**src/rtl/div_sched_if.sv**
```systemverilog
// Request, response and divider-side signal bundle for div_sched.
// The slave modport is the scheduler's view; the master modport is the clients plus divider.
interface div_sched_if #(
  parameter int DATA_W = 32,
  parameter int N_REQ  = 4
);
  logic [N_REQ-1:0]        req_valid;
  logic [N_REQ-1:0]        req_ready;
  logic [N_REQ-1:0]        req_sign;
  logic [N_REQ*DATA_W-1:0] req_dividend;
  logic [N_REQ*DATA_W-1:0] req_divisor;

  logic [N_REQ-1:0]        rsp_valid;
  logic [N_REQ-1:0]        rsp_ready;
  logic [DATA_W-1:0]       rsp_quotient;
  logic [DATA_W-1:0]       rsp_remainder;
  logic                    rsp_dbz;

  logic                    div_en;
  logic                    div_sign;
  logic [DATA_W-1:0]       div_dividend;
  logic [DATA_W-1:0]       div_divisor;
  logic                    div_done;
  logic [DATA_W-1:0]       div_quotient;
  logic [DATA_W-1:0]       div_remainder;

  modport master (
    output req_valid, req_sign, req_dividend, req_divisor, rsp_ready,
           div_done, div_quotient, div_remainder,
    input  req_ready, rsp_valid, rsp_quotient, rsp_remainder, rsp_dbz,
           div_en, div_sign, div_dividend, div_divisor
  );

  modport slave (
    input  req_valid, req_sign, req_dividend, req_divisor, rsp_ready,
           div_done, div_quotient, div_remainder,
    output req_ready, rsp_valid, rsp_quotient, rsp_remainder, rsp_dbz,
           div_en, div_sign, div_dividend, div_divisor
  );
endinterface

```
**src/rtl/div_sched.sv**
```systemverilog
// Round-robin scheduler sharing one sequential divider among N_REQ requesters.
// Divide-by-zero is answered directly without starting the divider.
module div_sched #(
  parameter int DATA_W = 32,
  parameter int N_REQ  = 4
) (
  input  logic        clk,
  input  logic        rst,
  div_sched_if.slave  dif,
  output logic        busy
);
  localparam int ID_W = (N_REQ > 1) ? $clog2(N_REQ) : 1;

  typedef enum logic [1:0] {IDLE, RUN, RESP} state_t;

  state_t            state, state_nxt;
  logic [ID_W-1:0]   ptr_q, gnt_q, pick;
  logic              any_req, accept, req_dbz;
  logic              sign_q, dbz_q;
  logic [DATA_W-1:0] dividend_q, divisor_q, quo_q, rem_q;
  logic [DATA_W-1:0] req_a, req_b;
  logic              req_s;
  logic [N_REQ-1:0]  gnt_oh;

  // First set index searching upward from p+1, wrapping around.
  function automatic logic [ID_W-1:0] rr_pick(input logic [N_REQ-1:0] v,
                                               input logic [ID_W-1:0]  p);
    logic [ID_W-1:0] sel;
    logic [ID_W-1:0] idx;
    logic            found;
    sel   = p;
    found = 1'b0;
    for (int k = 1; k <= N_REQ; k++) begin
      idx = ID_W'((int'(p) + k) % N_REQ);
      if (!found && v[idx]) begin
        sel   = idx;
        found = 1'b1;
      end
    end
    return sel;
  endfunction

  function automatic logic [N_REQ-1:0] onehot(input logic [ID_W-1:0] i);
    logic [N_REQ-1:0] v;
    v    = '0;
    v[i] = 1'b1;
    return v;
  endfunction

  assign any_req = |dif.req_valid;
  assign pick    = rr_pick(dif.req_valid, ptr_q);
  assign req_a   = dif.req_dividend[int'(pick)*DATA_W +: DATA_W];
  assign req_b   = dif.req_divisor[int'(pick)*DATA_W +: DATA_W];
  assign req_s   = dif.req_sign[pick];
  assign req_dbz = (req_b == '0);
  assign gnt_oh  = onehot(gnt_q);

  always_comb begin
    state_nxt     = state;
    accept        = 1'b0;
    dif.req_ready = '0;
    case (state)
      IDLE: begin
        if (any_req && !rst) begin
          accept        = 1'b1;
          dif.req_ready = onehot(pick);
          state_nxt     = req_dbz ? RESP : RUN;
        end
      end
      RUN: begin
        if (dif.div_done) state_nxt = RESP;
      end
      RESP: begin
        if (|(dif.rsp_ready & gnt_oh)) state_nxt = IDLE;
      end
      default: state_nxt = IDLE;
    endcase
  end

  always_ff @(posedge clk or posedge rst) begin
    if (rst) state <= IDLE;
    else     state <= state_nxt;
  end

  // Accept stage: latch operands; capture stage: latch divider results.
  always_ff @(posedge clk or posedge rst) begin
    if (rst) begin
      ptr_q      <= ID_W'(N_REQ - 1);
      gnt_q      <= '0;
      sign_q     <= 1'b0;
      dividend_q <= '0;
      divisor_q  <= '0;
      quo_q      <= '0;
      rem_q      <= '0;
      dbz_q      <= 1'b0;
    end else begin
      if (accept) begin
        ptr_q      <= pick;
        gnt_q      <= pick;
        sign_q     <= req_s;
        dividend_q <= req_a;
        divisor_q  <= req_b;
        dbz_q      <= req_dbz;
        if (req_dbz) begin
          quo_q <= '1;
          rem_q <= req_a;
        end
      end
      if (state == RUN && dif.div_done) begin
        quo_q <= dif.div_quotient;
        rem_q <= dif.div_remainder;
      end
    end
  end

  assign dif.div_en        = (state == RUN);
  assign dif.div_sign      = sign_q;
  assign dif.div_dividend  = dividend_q;
  assign dif.div_divisor   = divisor_q;
  assign dif.rsp_valid     = (state == RESP) ? gnt_oh : '0;
  assign dif.rsp_quotient  = quo_q;
  assign dif.rsp_remainder = rem_q;
  assign dif.rsp_dbz       = dbz_q;
  assign busy              = (state != IDLE);
endmodule

```
**src/flat_wrapper.sv**
```systemverilog
// flat-port wrapper written by rule: the top's interface ports become plain ports
module div_sched_flat 
#(
  parameter int DATA_W = 32,
  parameter int N_REQ  = 4
)
  (clk, rst, busy, dif_req_valid, dif_req_sign, dif_req_dividend, dif_req_divisor, dif_rsp_ready, dif_div_done, dif_div_quotient, dif_div_remainder, dif_req_ready, dif_rsp_valid, dif_rsp_quotient, dif_rsp_remainder, dif_rsp_dbz, dif_div_en, dif_div_sign, dif_div_dividend, dif_div_divisor);
  div_sched_if #(.DATA_W(DATA_W), .N_REQ(N_REQ)) dif_i ();
  input  logic clk;
  input  logic rst;
  output logic busy;
  input wire logic [$bits(dif_i.req_valid)-1:0] dif_req_valid;
  input wire logic [$bits(dif_i.req_sign)-1:0] dif_req_sign;
  input wire logic [$bits(dif_i.req_dividend)-1:0] dif_req_dividend;
  input wire logic [$bits(dif_i.req_divisor)-1:0] dif_req_divisor;
  input wire logic [$bits(dif_i.rsp_ready)-1:0] dif_rsp_ready;
  input wire logic [$bits(dif_i.div_done)-1:0] dif_div_done;
  input wire logic [$bits(dif_i.div_quotient)-1:0] dif_div_quotient;
  input wire logic [$bits(dif_i.div_remainder)-1:0] dif_div_remainder;
  output wire logic [$bits(dif_i.req_ready)-1:0] dif_req_ready;
  output wire logic [$bits(dif_i.rsp_valid)-1:0] dif_rsp_valid;
  output wire logic [$bits(dif_i.rsp_quotient)-1:0] dif_rsp_quotient;
  output wire logic [$bits(dif_i.rsp_remainder)-1:0] dif_rsp_remainder;
  output wire logic [$bits(dif_i.rsp_dbz)-1:0] dif_rsp_dbz;
  output wire logic [$bits(dif_i.div_en)-1:0] dif_div_en;
  output wire logic [$bits(dif_i.div_sign)-1:0] dif_div_sign;
  output wire logic [$bits(dif_i.div_dividend)-1:0] dif_div_dividend;
  output wire logic [$bits(dif_i.div_divisor)-1:0] dif_div_divisor;
  assign dif_i.req_valid = dif_req_valid;
  assign dif_i.req_sign = dif_req_sign;
  assign dif_i.req_dividend = dif_req_dividend;
  assign dif_i.req_divisor = dif_req_divisor;
  assign dif_i.rsp_ready = dif_rsp_ready;
  assign dif_i.div_done = dif_div_done;
  assign dif_i.div_quotient = dif_div_quotient;
  assign dif_i.div_remainder = dif_div_remainder;
  assign dif_req_ready = dif_i.req_ready;
  assign dif_rsp_valid = dif_i.rsp_valid;
  assign dif_rsp_quotient = dif_i.rsp_quotient;
  assign dif_rsp_remainder = dif_i.rsp_remainder;
  assign dif_rsp_dbz = dif_i.rsp_dbz;
  assign dif_div_en = dif_i.div_en;
  assign dif_div_sign = dif_i.div_sign;
  assign dif_div_dividend = dif_i.div_dividend;
  assign dif_div_divisor = dif_i.div_divisor;
  div_sched #(.DATA_W(DATA_W), .N_REQ(N_REQ)) u_core (.clk(clk), .rst(rst), .dif(dif_i), .busy(busy));
endmodule
```
**config.mk**
```make
export PLATFORM = sky130hd
export DESIGN_NAME = div_sched_flat
export DESIGN_NICKNAME = d
export VERILOG_FILES = /design/src/rtl/div_sched_if.sv /design/src/rtl/div_sched.sv /design/src/flat_wrapper.sv
export SDC_FILE = /design/constraint.sdc
export NUM_CORES = 1
export LEC_CHECK = 0
export BUFFER_PORTS_ARGS = -buffer_cell sky130_fd_sc_hd__buf_4
export CAP_MARGIN = 20
export CORE_AREA = 3 3 181 183
export DETAILED_ROUTE_END_ITERATION = 16
export DIE_AREA = 0 0 184 186
export SYNTH_ARGS = -nofsm -noshare
export SYNTH_HDL_FRONTEND = slang
export SYNTH_SLANG_ARGS = --single-unit
```
**constraint.sdc**
```tcl
create_clock -name clk -period 5.9 [get_ports clk]
set_input_delay 0.59 -clock clk [delete_from_list [all_inputs] [get_ports clk]]
set_output_delay 0.59 -clock clk [all_outputs]
set_load 0.01 [all_outputs]
```
==> results of run 1 <==
-- power groups by stage --
| stage | Combinational [W] | Sequential (W) | Clock, W |
|---|---|---|---|
| 2_1_floorplan | 0.00175 | 0.00184 | 0 |
| 3_3_place_gp | 0.00344 | 0.00168 | 0 |
| 3_5_place_dp | 0.00346 | 0.00169 | 0 |
| 4_1_cts | 0.00347 | 0.00168 | 0.00116 |
| 5_1_grt | 0.00377 | 0.00174 | 0.00120 |
| 6_report | 0.00345 | 0.00168 | 0.00113 |
-- sequential cells by signal, summed over array words and instances (netlist names) --
register and count:
u_core.gnt_q 2, u_core.dif.rsp_remainder 32, u_core.dif.rsp_quotient 32, u_core.ptr_q 2, u_core.dif.div_dividend 32, u_core.dif.div_sign 1, u_core.dif.rsp_dbz 1, u_core.dif.div_divisor 32
u_core.state 2
-- Yosys cell counts (all sizes together) --
library cell and count:
nor4 2, or3 1, nand3b 1, nand3 33, nand2 268, and3 97
o31ai 32, nor2b 2, a22o 1, inv 3, o22a 32, o22ai 16
nor3b 2, nor3 7, a21oi 4, a21o 2, nand2b 4, o21a 1
dfstp 2, a211oi 64, dfrtp 134, o21bai 1, mux4 1, clkbuf 79
nor2 34, and2 1, a31oi 65, o21ai 38, or4 5, buf 14
and4b 1, or2 1
-- critical path, cell delays in order, from the launching register on --
cell                       delay [ns]
sky130_fd_sc_hd__dfstp_2         0.61
sky130_fd_sc_hd__nand2_1         0.13
sky130_fd_sc_hd__a31oi_4         0.25
sky130_fd_sc_hd__nand2_4         0.50
sky130_fd_sc_hd__a211oi_1        0.51
sky130_fd_sc_hd__o22ai_1         0.17
sky130_fd_sc_hd__or4_1           0.59
sky130_fd_sc_hd__or4_2           0.77
sky130_fd_sc_hd__o21ai_4         0.76
sky130_fd_sc_hd__o22a_1          0.26
-- cells by family (layout without fill, tap and decap cells) --
family | after synthesis | after routing | share of synthesized area, %
simple gates | 459 | 459 | 27.11
compound gates | 256 | 256 | 23.05
buf+inv | 96 | 521 | 5.154
mux | 1 | 1 | 0.2936
flops | 136 | 136 | 44.40
-- worst min path at each step --
stage | from | to | slack, ns
2_1_floorplan | u_core.ptr_q[1]$_DFFE_PP1P_ | u_core.ptr_q[1]$_DFFE_PP1P_ | 0.49
3_3_place_gp | u_core.dif.div_dividend[4]$_DFFE_PP0P_ | u_core.dif.div_dividend[4]$_DFFE_PP0P_ | 0.46
3_5_place_dp | u_core.dif.div_dividend[31]$_DFFE_PP0P_ | u_core.dif.div_dividend[31]$_DFFE_PP0P_ | 0.46
4_1_cts | rst | u_core.dif.rsp_quotient[21]$_DFFE_PP0P_ | 0.37
5_1_grt | dif_div_quotient[19] | u_core.dif.rsp_quotient[19]$_DFFE_PP0P_ | 0.38
6_report | rst | u_core.dif.rsp_quotient[21]$_DFFE_PP0P_ | 0.36
-- area by class of cell --
cell class | count | share of cell area [%]
clock inverters | 15 | 1.482
inverters | 3 | 0.1338
multi-input cells | 716 | 32.46
repair buffers | 486 | 30.28
clock buffers | 17 | 3.499
flip-flops and latches | 136 | 28.01
well taps | 402 | 4.137
-- routing by layer --
| layer | global-route usage [%] | vias up | wire, um |
|---|---|---|---|
| li1 | - | 4238 | - |
| met1 | 23.09 | 4261 | 13700 |
| met2 | 34.54 | 423 | 17900 |
| met3 | 4.964 | 41 | 2879 |
| met4 | 6.290 | 0 | 851 |
| met5 | 0 | - | 0 |
-- per-stage QoR --
stage | util (%) | setup slack, ns
3_5_place_dp | 36.71 | 1.149
2_1_floorplan | - | 1.674
5_1_grt | 38.73 | 0.9157
6_report | 38.73 | 1.237
4_1_cts | 38.64 | 1.223
3_3_place_gp | 36.71 | 1.199
==> impl.org, run 1 <==
** Setup path
- Number of cells traversed by the worst register-to-register path :: 9
- For the worst setup path, the data arrival time is 5.01 ns.
- STA classifies the critical path startpoint as a flop.
- In this run the worst path has a maximum fanout of 85.
- The most critical setup path has its endpoint at u_core.dif.rsp_quotient[25]$_DFFE_PP0P_.
- Required time at the endpoint of the critical path :: 6.25 ns
- Tracing the worst setup path back leads to its startpoint at u_core.ptr_q[1]$_DFFE_PP1P_.
- Worst R2R Start :: u_core.ptr_q[1]$_DFFE_PP1P_
- The worst setup path is captured at a flop.
- The worst setup path is of the flop to flop kind.
- Worst r2r dst :: u_core.dif.rsp_quotient[25]$_DFFE_PP0P_
- Slack of the worst reg-to-reg path :: 1.24 ns

** Pwr
- In this run switching power makes up 44.33% of total power.
- The worst-case IR drop observed on VDD is 0.2570 mV.
- The clock network is responsible for 18.0% of the overall power.
- For this design the ratio of total power to cell area is 514.4 nW/um^2.
- Logic pwr share :: 55.1%
- The design draws 0.006254 W.
- Switching pwr :: 0.002772 W
- Cell Int Power :: 0.003481 W
- The analysis attributes to cell leakage a power of slightly below 6 nW.
- Portion of total power attributed to sequential cells :: 26.9%

** GRT
- Wire length of the first global-routing pass :: 51.17 mm
- Across every metal layer, demand over resource in global routing totals 19.47%.
- Vias in the first global route :: 8623
- Remaining global-route overflow :: 0
- The number of antenna violations at the first check in global routing came to 0.
- Entering global routing, the biggest net connects 98 pins.

** Floorplan
- Floorplan die width :: 184 um
- Floorplan die height :: 186 um
- For this design the top-level I/O count stands at 475.
- In this run the standard cell core region covers 31390 um^2.
- Area enclosed by the die boundary :: 34220 um^2
- Site Rows :: 65
- Once the floorplan was initialized, standard cells occupied 24.44% of the core.

** Layout
- The library cell used most frequently in the layout, excluding fill and tap cells, is sky130_fd_sc_hd__buf_4.
- Post-route cell area :: 12160 um^2
- The repair_antennas step left the layout with diodes totalling 0.
- The filler cells instantiated in the layout total 3252.
- The net count of the finished layout is ~1700.
- Commonest cells after routing, fill and taps aside :: sky130_fd_sc_hd__buf_4 (484), sky130_fd_sc_hd__nand2_1 (266), sky130_fd_sc_hd__dfrtp_1 (134)
- The finished layout holds 1775 standard cells, fillers aside.
- Across the whole layout, storage elements account for 3406 um^2.
- The post-route netlist has 38.89% of its cells at a drive strength greater than 1.
- In the final layout, the multi-input gates occupy 3946 um^2.
- Relative to the synthesized area, the layout overhead comes to 58.49%.

** Synth
- Most area-consuming cells after synthesis :: sky130_fd_sc_hd__dfrtp_1 (44%), sky130_fd_sc_hd__nand2_1 (13%), sky130_fd_sc_hd__and3_1 (7.9%)
- Synthesis inferred 136 register bits.
- After synthesis, the largest area contributor takes up between 40% and 50% of total cell area.
- Synthesis warning total :: 0
- Synthesized netlist cell count :: roughly 950
- Number of distinct standard cells referenced by the synthesized netlist :: 37
- Average cell area after synthesis :: 8.092 um^2
- Top cell type by total area after synthesis :: sky130_fd_sc_hd__dfrtp_1
- Synthesis produced a netlist with a net count of 1283.
- After synthesis the cells add up to ~7700 um^2.
- Sequential cells were found to cover 44.40% of the synthesized design area.

** Routing
- Number of DRC violations after detailed-routing iteration 0 :: ~570
- Before antenna repair, the detailed router went through 5 iterations.
- In the routed design, unresolved DRC markers number 0.
- Dividing the detail-routed via count by the number of cells gives 5.050.
- Post-route antenna net violation count :: 0
- Routed WL per cell :: between 15 and 20 um
- Across all layers, the routed design uses 8963 vias.
- Final Routed Wirelength :: approximately 35 mm

** Timing
- Static timing analysis puts the maximum clock frequency at between 200 and 250 MHz.
- The count of pins over their slew limit was 0.
- In the final timing run, aggregate negative setup slack is 0 ns.
- Unrepaired setup endpoints after global routing :: false
- Hold slack final :: 0.3574 ns
- Final hold violation count :: 0
- Setup violations remaining at the end of the flow were counted as 0.
- For the pin with the worst max-slew slack, the measured transition is 0.9602 ns.
- For the finished layout, the period the worst path requires is between 4 and 5 ns.
- Of the available clock period, the critical path in the final layout requires ~80%.
- For the final database, setup skew stands at roughly 0.017 ns.
- Headroom to the max-slew limit came out at a little over a third.

** Clock network
- Clock latency at the later pin of the worst-skew pair :: 0.42 ns
- Clock tree synthesis found a total of 136 sinks.
- CTS H-tree lvls :: 4
- TritonCTS built the clock tree.
- Buffers inserted to repair hold after CTS numbered 0.
- Number of gates resized after cts :: 0
- Setup fix buffers added after clock tree synthesis :: 0
- Root buffer cell :: sky130_fd_sc_hd__clkbuf_16
- After clock tree synthesis, the clock-pin slew on the worst setup and hold paths is 0.07 ns.
- In this run, CTS created clock tree buffers numbering 17.
- Clock tree buffer depth :: 2

** Placed design
- Port buffer count :: approximately 470
- Including well taps, the total number of placed cells is 1742.
- Routability-driven placement finished with a final weighted congestion of between 0.8 and 0.9.
- DPL Wire Length :: 26.10 mm
- Cell Area, Placed :: 11520 um^2

** Run status
- The run finished with clean final reports.

** Worst hold path
- The worst hold path belongs to the class input pin to asynchronous set/reset pin.

** Run
- Max-cap violations in this run came to 0.
(Power assumes the default switching activity.)
==> run 2: changes to the inputs <==
--- a/config.mk
+++ b/config.mk
@@ -5,11 +5,12 @@
 export SDC_FILE = /design/constraint.sdc
 export NUM_CORES = 1
 export LEC_CHECK = 0
+export ABC_AREA = 1
 export BUFFER_PORTS_ARGS = -buffer_cell sky130_fd_sc_hd__buf_4
 export CAP_MARGIN = 20
-export CORE_AREA = 3 3 181 183
+export CORE_AREA = 3 3 186 188
 export DETAILED_ROUTE_END_ITERATION = 16
-export DIE_AREA = 0 0 184 186
+export DIE_AREA = 0 0 189 191
 export SYNTH_ARGS = -nofsm -noshare
 export SYNTH_HDL_FRONTEND = slang
 export SYNTH_SLANG_ARGS = --single-unit
==> constraint.sdc (replaced) <==
create_clock -name clk -period 4.1 [get_ports clk]
set_input_delay 0.41 -clock clk [delete_from_list [all_inputs] [get_ports clk]]
set_output_delay 0.41 -clock clk [all_outputs]
set_load 0.01 [all_outputs]
==> run 2 against run 1 <==
Against the previous run: wire length increased by 10%; cell area up 6.4%; clock power grew 46%; non-clock buffer count rose by 7; largest power group unchanged; setup slack got worse by 0.83 ns; critical path type is now flop to output port; synthesized cell count grew 36%; critical path depth increased by 4; first-iteration DRC count rose by 25%; power up 100%; register-to-register slack worse by 0.82 ns.
==> impl.org, run 2 <==
** Setup path
- Required time at the endpoint of the critical path :: 3.69 ns (-2.56 ns)
- The worst register-to-register path begins at u_core.ptr_q[0]$_DFFE_PP1P_.
- Startpoint Class :: flop
- Tracing the worst setup path back leads to its startpoint at u_core.ptr_q[0]$_DFFE_PP1P_.
- Stage delay of the slowest cell on the critical path :: 0.64 ns (-0.13 ns)
- WP data arrival :: 3.28 ns (-1.73 ns)
- The worst register-to-register path ends at u_core.dif.rsp_remainder[3]$_DFFE_PP0P_.
- The reg2reg setup slack came to 0.42 ns (-0.82 ns).
- The largest fanout on the critical path was 33 (-61%).
- STA classifies the critical path endpoint as an output port.
- Walking the worst path, the cells encountered are inv_2 -> nand2_1 -> nand2_1 -> nand2_1 -> nand2_2 -> inv_2 -> nand3_1 -> nand3_1 -> nand2_2 -> inv_2 -> nand2_1 -> nor2_1 -> buf_4.
- Critical path's most frequent cell :: sky130_fd_sc_hd__nand2_1
- The slowest stage of the critical path is the sky130_fd_sc_hd__dfstp_2 cell.
- Following the worst setup path forward leads to its endpoint at dif_req_ready[3].
- Number of cells traversed by the worst register-to-register path :: 23 (+14)
- The critical path is of the flop to output port type.

** GRT
- The largest net degree at the start of global routing was 137 (+40%).
- Number of antenna violations at the first check in global routing :: 1 (+1)
- The via count of the first global-routing pass came to 9792 (+14%).
- Remaining global-route overflow :: 0 (unchanged)
- Wire length of the first global-routing pass :: 57.22 mm (+12%)
- Total track usage :: 20.54% (+1.1 points)

** Synth
- The cell area after synthesis was 8392 um^2 (+9.4%).
- The share of async-settable or async-resettable flops after synthesis is 100.0% (unchanged).
- Synthesized netlist cell count :: 1286 (+36%)
- The area share of the largest cell type after synthesis was 39.96% (-3.8 points).
- Top cell type by total area after synthesis :: sky130_fd_sc_hd__dfrtp_1
- Sequential area share after synthesis :: 40.58% (-3.8 points)
- List of most frequent post-synthesis cells :: sky130_fd_sc_hd__nand2_1 (727), sky130_fd_sc_hd__nand3_1 (192), sky130_fd_sc_hd__dfrtp_1 (134)
- Most frequent cell after synthesis :: sky130_fd_sc_hd__nand2_1
- Sorting the synthesized cells by area gives the leading types as sky130_fd_sc_hd__dfrtp_1 (40%), sky130_fd_sc_hd__nand2_1 (33%), sky130_fd_sc_hd__nand3_1 (11%).
- The mean cell area of the mapped netlist was 6.526 um^2 (-19%).
- The number of nets produced by synthesis came to 1621 (+26%).
- The count of distinct cell types in the synthesized netlist is 24 (-35%).
- The number of enable-type register cells in the synthesized netlist was 0 (unchanged).
- Most used DFF post-synth :: sky130_fd_sc_hd__dfrtp_1
- Synthesis warning total :: 0 (unchanged)
- The synthesized flop and latch total came to 136 (unchanged).

** Routing
- The average via count per standard cell is 4.659 (-7.7%).
- The count of antenna-violating nets left after detailed routing came to 0 (unchanged).
- Number of DRC violations after detailed-routing iteration 0 :: 708 (+25%)
- Total via count in the routed design :: 10140 (+13%)
- DRC violations left :: 0 (unchanged)
- The detailed-route wire length came to 38.95 mm (+10%).
- Detailed-router iteration count before antenna repair :: 6 (+1)
- The per-cell routed wire length is 17.89 um (-10%).

** Timing
- Highest clock frequency the design can meet :: 270.7 MHz
- Max-slew headroom :: 44.52% (+8.5 points)
- The count of pins over their slew limit was 0 (unchanged).
- Final critical-path share of the clock period :: 90.08%
- Unrepaired setup endpoints after global routing :: false
- Subtracting the final worst setup slack from the clock period gives roughly 3.7 ns.
- Setup TNS after final layout :: 0 ns (unchanged)
- Skew final :: 0.01115 ns (-0.005381 ns)
- The pin slew with the least headroom to its limit was 0.8322 ns (-0.1280 ns).
- Setup violation total in the final timing report :: 0 (unchanged)
- Final hold violation count :: 0 (unchanged)

** Clock network
- TritonCTS clock tree :: yes
- The clock net sink count is 136 (unchanged).
- Clock tree buffer depth :: 2 (unchanged)
- Clock latency at the later pin of the worst-skew pair :: 0.42 ns (about the same)
- Setup fix buffers added after clock tree synthesis :: 0 (unchanged)
- CTS H-tree lvls :: 4 (unchanged)
- The number of gates resized after cts is 0 (unchanged).
- Inserted Clock Buffers :: 17 (unchanged)
- Root buffer cell :: sky130_fd_sc_hd__clkbuf_16
- Clock transition at the registers of the reported paths :: 0.07 ns (about the same)
- The hold buffer count at CTS came to 0 (unchanged).

** Placed design
- The half-perimeter wire length after detailed placement is 29.54 mm (+13%).
- The final RePlAce weighted congestion came to 0.8875 (-0.35%).
- The instance area at placement is 12320 um^2 (+6.9%).
- Cell count after placement :: 2143 (+23%)
- The quantity of I/O buffers inserted on ports was 474 (unchanged).

** Pwr
- The maximum ir drop on the vdd rail was 0.6401 mV (+150%).
- Portion of total power attributed to sequential cells :: 18.5% (-8.4 points)
- Sw Share :: 53.72% (+9.4 points)
- The leakage power total is 7.348 nW (+24%).
- Power Dens Cells :: 981.3 nW/um^2 (+91%)
- The share of total power in combinational logic was 68.5% (+13 points).
- Switching pwr :: 0.006822 W (+150%)
- The proportion of power drawn by the clock network came to 13.0% (-5.0 points).
- The internal power of the cells came to 0.005878 W (+69%).

** Layout
- The final instance count without filler cells was 2177 (+23%).
- The fraction of final layout cells with drive strength greater than 1 is 33.41% (-5.5 points).
- Synthesis-to-layout area growth :: 54.21%
- The library cell used most frequently in the layout, excluding fill and tap cells, is sky130_fd_sc_hd__nand2_1.
- Commonest cells after routing, fill and taps aside :: sky130_fd_sc_hd__nand2_1 (724), sky130_fd_sc_hd__buf_4 (487), sky130_fd_sc_hd__nand3_1 (192)
- The post-route cell area is 12940 um^2 (+6.4%).
- The final-stage net count is 2049 (+21%).

** Floorplan
- The die span in y came to 191 um (+2.7%).
- The die width was 189 um (+2.7%).
- The number of top-level pins is 475 (unchanged).
- Initial core utilization :: 25.22% (+0.78 points)
- Area enclosed by the die boundary :: 36100 um^2 (+5.5%)
- The area inside the core boundary came to 33280 um^2 (+6.0%).
- The number of core rows was 67 (+3.1%).

** Run status
- Outcome :: finished clean

** Worst hold path
- Hold Crit Class :: input pin to asynchronous set/reset pin

** Run
- The number of violations of the max-capacitance limit is 0 (unchanged).
==> run 2: how the worst min path moves through the flow <==
stage / to / slack, ns / cells past startpoint
floorplan: u_core.dif.div_sign$_DFFE_PP0P_ / 0.52 / 2
global placement: u_core.dif.div_dividend[26]$_DFFE_PP0P_ / 0.47 / 2
detailed placement: u_core.dif.div_divisor[11]$_DFFE_PP0P_ / 0.47 / 2
CTS: u_core.gnt_q[1]$_DFFE_PP0P_ / 0.27 / 3
global route: u_core.dif.rsp_quotient[12]$_DFFE_PP0P_ / 0.29 / 4
finish: u_core.gnt_q[1]$_DFFE_PP0P_ / 0.25 / 3
==> run 2: cell families after synthesis <==
group,Yosys count,share of synthesized area [%]
simple gates,994,48.65
flops,136,40.58
buf+inv,103,6.068
compound gates,53,4.697
==> run 2: area by class of cell <==
cell class | count | area (um^2)
tap | 448 | 560.5
inverter | 19 | 75.07
timing repair buffer | 493 | 3776
sequential | 136 | 3406
fill | 3557 | 20340
antenna | 2 | 5.005
multi-input combinational | 1047 | 4502
clock inverter | 14 | 187.7
clock buffer | 18 | 429.2
==> run 2: stage by stage <==
| step | setup WS, ns | hold slack (ns) | total power (W) | utilization, % |
|---|---|---|---|---|
| floorplan | 0.3420 | 0.5155 | 0.007633 | - |
| global placement | 0.5495 | 0.4661 | 0.01107 | 37.02 |
| detailed placement | 0.4412 | 0.4658 | 0.01114 | 37.02 |
| CTS | 0.4087 | 0.2715 | 0.01285 | 38.87 |
| global route | 0.04783 | 0.2934 | 0.01390 | 38.88 |
| finish | 0.4065 | 0.2506 | 0.01270 | 38.88 |
==> run 2: critical path: cells and delay by family, from the launching register on <==
kind	cells	cell delay, ns
and+or+nand+nor	9	1.32
buffers and inverters	4	0.90
DFF	1	0.64
==> run 2: layer usage <==
layer	track usage, %	routed length [um]	share of wire [%]
met5	0	0	0
met4	8.422	1444	3.7
met3	3.704	2285	5.9
met2	33.45	18770	48
met1	26.94	16440	42
==> run 2: power by group through the flow <==
stage	clock network, W	registers, W	logic [W]
floorplan	0	0.00254	0.00509
global placement	0	0.00236	0.00870
detailed placement	0	0.00236	0.00878
CTS	0.00170	0.00236	0.00880
global route	0.00175	0.00242	0.00973
finish	0.00165	0.00236	0.00870
==> run 3: changes to the inputs <==
--- a/config.mk
+++ b/config.mk
@@ -5,12 +5,11 @@
 export SDC_FILE = /design/constraint.sdc
 export NUM_CORES = 1
 export LEC_CHECK = 0
-export ABC_AREA = 1
 export BUFFER_PORTS_ARGS = -buffer_cell sky130_fd_sc_hd__buf_4
 export CAP_MARGIN = 20
-export CORE_AREA = 3 3 186 188
+export CORE_AREA = 3 3 185 187
 export DETAILED_ROUTE_END_ITERATION = 16
-export DIE_AREA = 0 0 189 191
+export DIE_AREA = 0 0 188 190
 export SYNTH_ARGS = -nofsm -noshare
 export SYNTH_HDL_FRONTEND = slang
 export SYNTH_SLANG_ARGS = --single-unit
==> run 3 against run 2 <==
Against the previous run: cell area is 3.4% lower; first-iteration DRC count decreased by 31%; critical path depth shrank 2; maximum frequency down 0.95%; wire length down 9.2%; critical path type is now flop to flop; largest power group unchanged.
==> impl.org, run 3 (synthesis results as in run 1) <==
** GRT
- Total track usage :: 18.65% (-1.9 points)
- Remaining global-route overflow :: 0 (unchanged)
- The number of antenna violations at the first check in global routing came to 1 (unchanged).
- The largest net degree at the start of global routing came to 98 (-28%).
- The global-route wire length before repair was 52.07 mm (-9.0%).
- The via count of the first global-routing pass was 8878 (-9.3%).

** Routing
- Detailed-router iteration count before antenna repair :: 5 (-1)
- The total vias in the final route is 8984 (-11%).
- The average via count per standard cell was 4.909 (+5.4%).
- Number of DRC violations after detailed-routing iteration 0 :: 491 (-31%)
- Detailed route wirelength on metal3 :: 2.528 mm (+11%)
- The wire length on met2 came to 17.97 mm (-4.3%).
- Post-route antenna net violation count :: 0 (unchanged)
- The per-cell routed wire length was 19.32 um (+8.0%).
- Top routing layer in use :: met5
- DRC violations left :: 0 (unchanged)
- Final Routed Wirelength :: 35.36 mm (-9.2%)
- The routed metal-1 wirelength came to 13.66 mm (-17%).

** Run status
- Outcome :: finished clean

** Timing
- The share of the clock period used by the worst path came to 90.95% (+0.87 points).
- Final hold violation count :: 0 (unchanged)
- Worst-Margin Slew :: 0.7943 ns (-0.03790 ns)
- Highest clock frequency the design can meet :: 268.2 MHz (-0.95%)
- The worst slew margin relative to its limit came to 47.05% (+2.5 points).
- Setup repair after global routing left no endpoint under its margin.
- Max-slew violation count :: 0 (unchanged)
- Time the worst path needs with I/O delays and setup :: 3.729 ns (+0.03550 ns)
- The accumulated negative setup slack came to 0 ns (unchanged).
- The final number of setup-violating endpoints is 0 (unchanged).
- The worst setup skew after layout came to 0.02105 ns (+0.009903 ns).
- The worst slack on hold paths came to 0.06589 ns (-0.1847 ns).

** Layout
- The final-stage net count was 1710 (-17%).
- Post-route cell area :: 12500 um^2 (-3.4%)
- The fraction of final layout cells with drive strength greater than 1 came to 41.35% (+7.9 points).
- Diode insertion count for antenna repair :: 0 (-2)
- The area growth from synthesis to layout is 62.89%.
- The library cell used most frequently in the layout, excluding fill and tap cells, is sky130_fd_sc_hd__buf_4.
- The top cell types in the final layout, fill and taps aside, are sky130_fd_sc_hd__buf_4 (494), sky130_fd_sc_hd__nand2_1 (266), sky130_fd_sc_hd__dfrtp_1 (134).

** Setup path
- Sequence of cells on the critical path :: nand2_1 -> a31oi_4 -> nand2_4 -> buf_6 -> a211oi_2 -> o22ai_1 -> or4_1 -> or4_4 -> buf_4 -> o21ai_0 -> a31oi_1
- Broken down by cell family, the worst path's largest delay share belongs to simple AND/OR/NAND/NOR gates.
- Category of the most critical setup path :: flop to flop
- The worst endpoint data arrival time came to 4.01 ns (+0.73 ns).
- The largest fanout on the critical path came to 33 (unchanged).
- Max stage delay cell, worst path :: sky130_fd_sc_hd__dfstp_2
- The stage delay of the slowest cell on the critical path is 0.61 ns (-0.03 ns).
- Required time at the endpoint of the critical path :: 4.38 ns (+0.69 ns)
- The buffers plus inverters on the worst setup path came to 2 (-2).
- Startpoint Class :: flop
- Capturing element type of the critical path :: flop

** Placed design
- The final RePlAce weighted congestion was 0.9121 (+2.8%).
- The half-perimeter wire length after detailed placement was 26.72 mm (-9.5%).
- Cell Area, Placed :: 11750 um^2 (-4.7%)
- Port buffer count :: 474 (unchanged)

** Clock network
- CTS H-tree lvls :: 4 (unchanged)
- The post-CTS clock slew at the launch and capture registers of the worst setup and hold paths is 0.07 ns (about the same).
- TritonCTS clock tree :: yes
- Inserted Clock Buffers :: 17 (unchanged)
- The tree is rooted in a sky130_fd_sc_hd__clkbuf_16.
- Setup fix buffers added after clock tree synthesis :: 0 (unchanged)
- Number of clock sinks :: 136 (unchanged)
- Clock latency at the later pin of the worst-skew pair :: 0.42 ns (about the same)
- Clock tree buffer depth :: 2 (unchanged)

** Floorplan
- Floorplan die height :: 190 um (-0.52%)
- Initial core utilization :: 23.52% (-1.7 points)
- Core area :: 32620 um^2 (-2.0%)
- The number of top-level pins came to 475 (unchanged).
- Floorplan die width :: 188 um (-0.53%)
- The area of the die was 35720 um^2 (-1.0%).
- The number of core rows came to 66 (-1.5%).

** Worst hold path
- The worst hold path belongs to the class input pin to asynchronous set/reset pin.

** Pwr
- The power density over cell area came to 736.0 nW/um^2 (-25%).
- The maximum ir drop on the vdd rail is 0.3276 mV (-49%).
- Leakage :: 6.029 nW (-18%)

** Run
- Max-cap violations :: 0 (unchanged)
run 3: cell types whose count changed in the layout (fill, tap and decap cells not counted), moves of 32 or more:
cell / delta
sky130_fd_sc_hd__nand2_1: -458
sky130_fd_sc_hd__nand3_1: -160
sky130_fd_sc_hd__and3_1: +96
sky130_fd_sc_hd__a31oi_1: +64
sky130_fd_sc_hd__a22oi_1: -44
sky130_fd_sc_hd__a211oi_1: +39
sky130_fd_sc_hd__o22a_1: +32
sky130_fd_sc_hd__o31ai_1: +32
run 3: timing repair:
action                     4_1_cts  5_1_grt
hold buffers                     0        0
gates resized for setup          3       25
setup endpoints to repair       23       66
run 3: per-stage QoR:
stage / setup WS (ns) / std cells / power, W / util, %
3_5_place_dp: -0.03708 / 1797 / 0.007589 / 36.01
3_3_place_gp: 0.0006786 / 1796 / 0.007533 / 35.92
2_1_floorplan: 0.05385 / 948 / 0.005170 / -
5_1_grt: 0.1961 / 1830 / 0.009860 / 38.31
6_report: 0.3711 / 1830 / 0.009197 / 38.31
4_1_cts: 0.009033 / 1829 / 0.009202 / 37.84
run 3: path summary, 6_finish.rpt:
check | depth (start not counted) | end | slack [ns] | start
max | 11 | u_core.dif.rsp_remainder[5]$_DFFE_PP0P_ | 0.37 | u_core.ptr_q[1]$_DFFE_PP1P_
min | 2 | u_core.dif.div_divisor[31]$_DFFE_PP0P_ | 0.07 | rst
max reg2reg | 11 | u_core.dif.rsp_remainder[5]$_DFFE_PP0P_ | 0.37 | u_core.ptr_q[1]$_DFFE_PP1P_
min reg2reg | 2 | u_core.dif.div_dividend[31]$_DFFE_PP0P_ | 0.48 | u_core.dif.div_dividend[31]$_DFFE_PP0P_
max in group asynchronous | 3 | u_core.dif.rsp_remainder[21]$_DFFE_PP0P_ | 3.29 | rst
min in group clk | 2 | u_core.dif.rsp_quotient[28]$_DFFE_PP0P_ | 0.22 | dif_div_quotient[28]
run 3: power by group:
part / leakage [nW] / switching, W / internal [W]
logic: 4.15 / 0.00298 / 0.00221
clock network: 0.288 / 0.000693 / 0.000864
registers: 1.59 / 0.000433 / 0.00201
run 3: final cells by class:
type                            instances  area (um^2)
Fill cell                            3439        20120
Multi-Input combinational cell        716         4081
Timing Repair Buffer                  501         3855
Sequential cell                       136         3406
Tap cell                              442        553.0
Clock buffer                           17        425.4
Clock inverter                         15        158.9
Inverter                                3        16.27
run 3: worst reg2reg max path, cell delays in order (launching register included):
cell and delay, ns:
sky130_fd_sc_hd__dfstp_2 0.61, sky130_fd_sc_hd__nand2_1 0.13, sky130_fd_sc_hd__a31oi_4 0.30, sky130_fd_sc_hd__nand2_4 0.09, sky130_fd_sc_hd__buf_6 0.23, sky130_fd_sc_hd__a211oi_2 0.33, sky130_fd_sc_hd__o22ai_1 0.19, sky130_fd_sc_hd__or4_1 0.60
sky130_fd_sc_hd__or4_4 0.59, sky130_fd_sc_hd__buf_4 0.26, sky130_fd_sc_hd__o21ai_0 0.19, sky130_fd_sc_hd__a31oi_1 0.10
run 3: routing by layer:
metal | vias to the layer above | track usage, %
met5 | - | 0
met4 | 2 | 7.215
met3 | 61 | 4.975
met2 | 389 | 32.53
met1 | 4262 | 21.91
li1 | 4270 | -
